## config.mk

```make
export PLATFORM = sky130hd
export DESIGN_NAME = pipe_stall_ctrl
export DESIGN_NICKNAME = d
export VERILOG_FILES = /design/src/rtl/pipe_ctrl_pkg.sv /design/src/rtl/load_use_detect.sv /design/src/rtl/pipe_stall_ctrl.sv
export SDC_FILE = /design/constraint.sdc
export NUM_CORES = 1
export LEC_CHECK = 0
export ABC_AREA = 1
export CAP_MARGIN = 20
export CORE_MARGIN = 1.5
export CORE_UTILIZATION = 52
export DETAILED_ROUTE_END_ITERATION = 10
export PLACE_DENSITY = 0.85
export SLEW_MARGIN = 20
export SYNTH_ARGS = -nofsm -noshare
export SYNTH_HDL_FRONTEND = slang
export SYNTH_SLANG_ARGS = --single-unit
```

## constraint.sdc

```tcl
create_clock -name clk -period 5.95 [get_ports clk]
set_clock_uncertainty 0.1 [all_clocks]
set_input_delay 1.19 -clock clk [delete_from_list [all_inputs] [get_ports clk]]
set_output_delay 1.19 -clock clk [all_outputs]
set_load 0.01 [all_outputs]
```

## src/rtl/pipe_ctrl_pkg.sv

```systemverilog
// Shared types and constants for the pipeline hazard/stall sequencer.
package pipe_ctrl_pkg;
  typedef enum logic [1:0] {RUN = 2'd0, MUL_WAIT = 2'd1, MEM_WAIT = 2'd2} state_e;
  // Which stall/flush pattern drives the pipeline controls this cycle.
  typedef enum logic [2:0] {ACT_NONE, ACT_MEM, ACT_MUL, ACT_BR, ACT_LU} act_e;
  localparam logic [4:0] REG_ZERO    = 5'd0;
  localparam int         MUL_LAT_DEF = 4;
endpackage

```

## src/rtl/load_use_detect.sv

```systemverilog
// Flags an ID instruction that reads the destination of a load currently in EX.
module load_use_detect
  import pipe_ctrl_pkg::*;
(
  input  logic [4:0] id_rs,
  input  logic [4:0] id_rt,
  input  logic       id_uses_rs,
  input  logic       id_uses_rt,
  input  logic       ex_memread,
  input  logic [4:0] ex_rt,
  output logic       hazard
);
  // r0 is hardwired zero, so a load into it never creates a dependency.
  assign hazard = ex_memread && (ex_rt != REG_ZERO) &&
                  ((id_uses_rs && (id_rs == ex_rt)) || (id_uses_rt && (id_rt == ex_rt)));
endmodule

```

## src/rtl/pipe_stall_ctrl.sv

```systemverilog
// Hazard and stall sequencer for the 5-stage pipeline: load-use, branch flush,
// multi-cycle multiply occupancy of EX and data-memory wait, plus a stall counter.
module pipe_stall_ctrl
  import pipe_ctrl_pkg::*;
#(
  parameter int MUL_LAT = MUL_LAT_DEF,
  parameter int CNT_W   = 32
) (
  input  logic             clk,
  input  logic             rst,
  input  logic [4:0]       id_rs,
  input  logic [4:0]       id_rt,
  input  logic             id_uses_rs,
  input  logic             id_uses_rt,
  input  logic             ex_memread,
  input  logic [4:0]       ex_rt,
  input  logic             ex_mul_start,
  input  logic             ex_branch_taken,
  input  logic             mem_req,
  input  logic             mem_ready,
  output logic             pc_en,
  output logic             ifid_en,
  output logic             ifid_flush,
  output logic             idex_en,
  output logic             idex_bubble,
  output logic             exmem_en,
  output logic             exmem_bubble,
  output logic             memwb_en,
  output logic             memwb_bubble,
  output logic [CNT_W-1:0] stall_cycles
);
  localparam int              MC_W     = (MUL_LAT > 2) ? $clog2(MUL_LAT) : 1;
  localparam logic [MC_W-1:0] MUL_INIT = MC_W'(MUL_LAT - 2);

  state_e           state_q, state_d, ret_state_q, ret_state_d, eff_state;
  logic [MC_W-1:0]  mul_cnt_q, mul_cnt_d;
  logic [CNT_W-1:0] stall_cycles_q, stall_cycles_d;
  logic             lu_hazard, mem_stall, mul_busy;
  act_e             act;

  load_use_detect u_lu (
    .id_rs(id_rs), .id_rt(id_rt), .id_uses_rs(id_uses_rs), .id_uses_rt(id_uses_rt),
    .ex_memread(ex_memread), .ex_rt(ex_rt), .hazard(lu_hazard)
  );

  always_ff @(posedge clk) begin
    if (rst) begin
      state_q        <= RUN;
      ret_state_q    <= RUN;
      mul_cnt_q      <= '0;
      stall_cycles_q <= '0;
    end else begin
      state_q        <= state_d;
      ret_state_q    <= ret_state_d;
      mul_cnt_q      <= mul_cnt_d;
      stall_cycles_q <= stall_cycles_d;
    end
  end

  // On the release cycle of a memory wait the saved state's rules apply.
  always_comb begin
    eff_state = (state_q == MEM_WAIT) ? ret_state_q : state_q;
    mem_stall = (state_q == MEM_WAIT) ? !mem_ready : (mem_req && !mem_ready);
    mul_busy  = (eff_state == MUL_WAIT) ? (mul_cnt_q != '0) : ex_mul_start;
    act = ACT_NONE;
    if (rst)                  act = ACT_NONE;
    else if (mem_stall)       act = ACT_MEM;
    else if (mul_busy)        act = ACT_MUL;
    else if (ex_branch_taken) act = ACT_BR;
    else if (lu_hazard)       act = ACT_LU;
  end

  always_comb begin
    state_d        = state_q;
    ret_state_d    = ret_state_q;
    mul_cnt_d      = mul_cnt_q;
    stall_cycles_d = stall_cycles_q + {{(CNT_W-1){1'b0}}, ~pc_en};
    case (act)
      ACT_MEM: begin
        if (state_q != MEM_WAIT) ret_state_d = state_q;
        state_d = MEM_WAIT;
      end
      ACT_MUL: begin
        mul_cnt_d = (eff_state == MUL_WAIT) ? mul_cnt_q - MC_W'(1) : MUL_INIT;
        state_d   = MUL_WAIT;
      end
      default: state_d = RUN;
    endcase
  end

  always_comb begin
    pc_en        = 1'b1;
    ifid_en      = 1'b1;
    ifid_flush   = 1'b0;
    idex_en      = 1'b1;
    idex_bubble  = 1'b0;
    exmem_en     = 1'b1;
    exmem_bubble = 1'b0;
    memwb_en     = 1'b1;
    memwb_bubble = 1'b0;
    case (act)
      ACT_MEM: begin
        pc_en = 1'b0; ifid_en = 1'b0; idex_en = 1'b0; exmem_en = 1'b0;
        memwb_bubble = 1'b1;
      end
      ACT_MUL: begin
        pc_en = 1'b0; ifid_en = 1'b0; idex_en = 1'b0;
        exmem_bubble = 1'b1;
      end
      ACT_BR: begin
        ifid_flush = 1'b1; idex_bubble = 1'b1;
      end
      ACT_LU: begin
        pc_en = 1'b0; ifid_en = 1'b0; idex_bubble = 1'b1;
      end
      default: ;
    endcase
  end

  assign stall_cycles = stall_cycles_q;
endmodule
```

==> impl_metrics.tcl <==
set metrics [dict create \
    place.gp.congestion 0.944 \
    syn-cell-area_sq_um 2390 \
    post_synth_main_area_contributors "dfxtp_1 (32%), nand2_1 (15%), nor2_1 (8.7%)" \
    num-nets-final 451 \
    critPathCaptureType "output pin" \
    power.switching_uw 128 \
    fin_crit_ns 4.45 \
    cts.htree.levels 2 \
    holdBufCountCts 0 \
    criticalPathCategory "input pin to output pin" \
    worst_r2r_path_depth 18 \
    synth.largest_area_cell "dfxtp_1" \
    hold_viol 0 \
    fp.dieW_um 70.7 \
    critical_path.slowest_cell "clkdlybuf4s50_1" \
    yosys_warnings 0 \
    cts_tree "done" \
    cap_violations 0 \
    hold_crit_endpoint "ret_state_q[1]" \
    max_freq_mhz 225 \
    vias_per_cell 5.15 \
    setup_slack_after_placement_ns 1.51 \
    post-place-cells 469 \
    total_power_uw 588 \
    min_period_over_period_pct 74.8 \
    final_layout_size_suffix_gt1_share_pct 12.5 \
    synth.net_count 386 \
    grt_first_pass_wirelength_um 9310 \
    timing.critical_path.mode_cell "clkdlybuf4s50_1" \
    route.vias.total 2456 \
    grt_overflow 0 \
    drc_errors 0 \
    yosys.cell_types.count 37 \
    max_stage_delay_ns 0.61 \
    critical_path.n_buffers_inverters 3 \
    min_from "ret_state_q[1]" \
    internal_power_uw 460 \
    switching_part_of_the_total_pct 21.7 \
    worst_setup_hold_path_clk_slew_ns 0.08 \
    postCtsSetupRepairBufs 0 \
    postSynthCellCount 359 \
    finalSetupViolations 0 \
    powerDensity_nw_per_um2 184 \
    start_util_pct 54.4 \
    startpoint_type "input pin" \
    synthesis.area_per_instance_sq_um 6.65 \
    rows 24 \
    finalWorstSetupSlack_ns 1.50 \
    slew_violations 0 \
    synth.ff_latch_count 38 \
    path_cells "clkdlybuf4s50_1 -> inv_1 -> nand3_2 -> nand2_1 -> a21oi_1 -> clkdlybuf4s50_1" \
    crit_path_leading_delay_family "buffers and inverters" \
    run_status "finished, final reports clean" \
    timing.setup.tns_ns 0 \
    arrival_ns 3.16 \
    overall_track_demand_over_capacity_in_global_routing_pct 22.9 \
    share_of_power_burned_in_combinational_logic_pct 11.2 \
    hold_class "flop to flop" \
    flow.area_growth_from_synthesis_pct 33.6 \
    floorplan.die.height_um 70.7 \
    antenna_cells 0 \
    max-clock-path-buffers 2 \
    detail_route.wl_per_cell_um 12.0 \
    cts_repair_resized_insts 0 \
    filler_cell_count 377 \
    pin_count_of_the_biggest_net_entering_global_routing 23 \
    timing.rr.start "state_q[0]" \
    place_area_sq_um 3050 \
    ff_to_ff_setup_slack_ns 3.23 \
    dp_hpwl_um 4580 \
    grt_antenna_before_repair 0 \
    cts_made_buffers 5 \
    leakage_nw 1.24 \
    crit_fanout 16 \
    root_driver "clkbuf_8" \
    numPortBuffers 63 \
    synth_top_cell_area_share_pct 31.9 \
    peakVddDrop_mv 0.118 \
    dr.pass1.iters 5 \
    ant_nets 0 \
    final_core_utilization_pct 72.7 \
    critical_path_required_time_ns 4.66 \
    async_flop_share_pct 0 \
    final_area_sq_um 3190 \
    clock_sinks 38 \
    die-area_sq_um 5000 \
    worstSkewPairLatency_ns 0.29 \
    rsz0062_at_grt "no" \
    floorplan.io_pins 65 \
    grt_pass1_vias 2140 \
    worst_r2r_endpoint "stall_cycles[16]" \
    seq_area_frac_synth_pct 31.9 \
    worst_hold_margin_ns 0.391 \
    coreArea_sq_um 4380 \
    totalWireLength_um 5750 \
    synth_enable_flop_cells 0 \
    synth_flop_cell "dfxtp_1" \
    register_share_of_total_power_pct 44.4 \
    clockPowerShare_pct 44.5 \
    layout.cells.non_filler 477 \
    min_path_cells 2 \
    drt_iter0_markers 178 \
]
==> worst min-delay path, cell delays in order (launching register included) <==
cell and delay (ns):
dfxtp_1 0.33, inv_1 0.05, a21oi_1 0.06
==> worst max path at each step <==
stage / to / start / slack, ns / cells after the start
floorplan: pc_en / rst / 2.54 / 6
global placement: ifid_en / rst / 1.56 / 6
detailed placement: ifid_en / rst / 1.51 / 6
CTS: ifid_en / rst / 1.51 / 6
global route: ifid_en / rst / 1.36 / 6
finish: ifid_en / rst / 1.50 / 6
==> final cells by class <==
type / count / area (sq um) / share of cell area, %
repair buffers: 64 / 638 / 20.0
inverters: 43 / 164 / 5.14
multi-input cells: 272 / 1420 / 44.6
clock buffers: 5 / 68.8 / 2.16
clock inverters: 3 / 68.8 / 2.16
well taps: 52 / 65.1 / 2.04
flip-flops and latches: 38 / 761 / 23.9
==> power by group through the flow <==
stage	sequential, mW	clock, mW	combinational, mW
after floorplan	0.267	0	0.0344
after global placement	0.267	0	0.0648
after detailed placement	0.267	0	0.0657
after CTS	0.261	0.268	0.0661
after global routing	0.261	0.276	0.0727
final	0.261	0.261	0.0657
==> cells in the final DEF (no fill, tap or decap), drive strengths merged, types with 11 or more instances in the layout <==
cell type,count
inv,43
nand2,102
o21ai,12
dfxtp,38
clkdlybuf4s50,63
nand3,22
a21oi,24
nor3,11
nor2,72
==> sequential cells by signal (all words and copies together), names as in the netlist <==
| register | count |
|---|---|
| state_q | 2 |
| ret_state_q | 2 |
| stall_cycles | 32 |
| mul_cnt_q | 2 |
==> routing by layer <==
| metal | part of all wire [%] | up-vias | track usage [%] |
|---|---|---|---|
| li1 | - | 1268 | - |
| met1 | 47 | 1090 | 31.4 |
| met2 | 45 | 90 | 37.2 |
| met3 | 6.9 | 8 | 3.99 |
| met4 | 1.3 | 0 | 6.50 |
| met5 | 0 | - | 0 |
==> cell usage after synthesis (2+ instances only) <==
cell type / count
o21ai_1: 2
inv_1: 34
o21a_1: 3
nor2_2: 9
nor2_4: 7
inv_2: 8
nor2_1: 55
nand3_2: 2
nand2_2: 8
o21ai_0: 10
xnor2_1: 3
nand3b_1: 3
xor2_1: 5
a31oi_1: 2
nor3_1: 6
a21oi_1: 24
nor3_4: 4
buf_4: 2
nand2_1: 93
nand3_1: 20
nand4_1: 4
dfxtp_1: 38
ha_1: 3
==> logic make-up after synthesis <==
| kind of cell | Yosys count | synth area share, % |
|---|---|---|
| xor+xnor | 8 | 2.94 |
| other cells | 1 | 0.157 |
| fa+ha+maj | 3 | 1.57 |
| simple gates | 217 | 44.8 |
| compound gates | 43 | 10.1 |
| buf+inv | 49 | 8.49 |
| flops | 38 | 31.9 |
No activity file was read; power rests on OpenSTA's default activity.
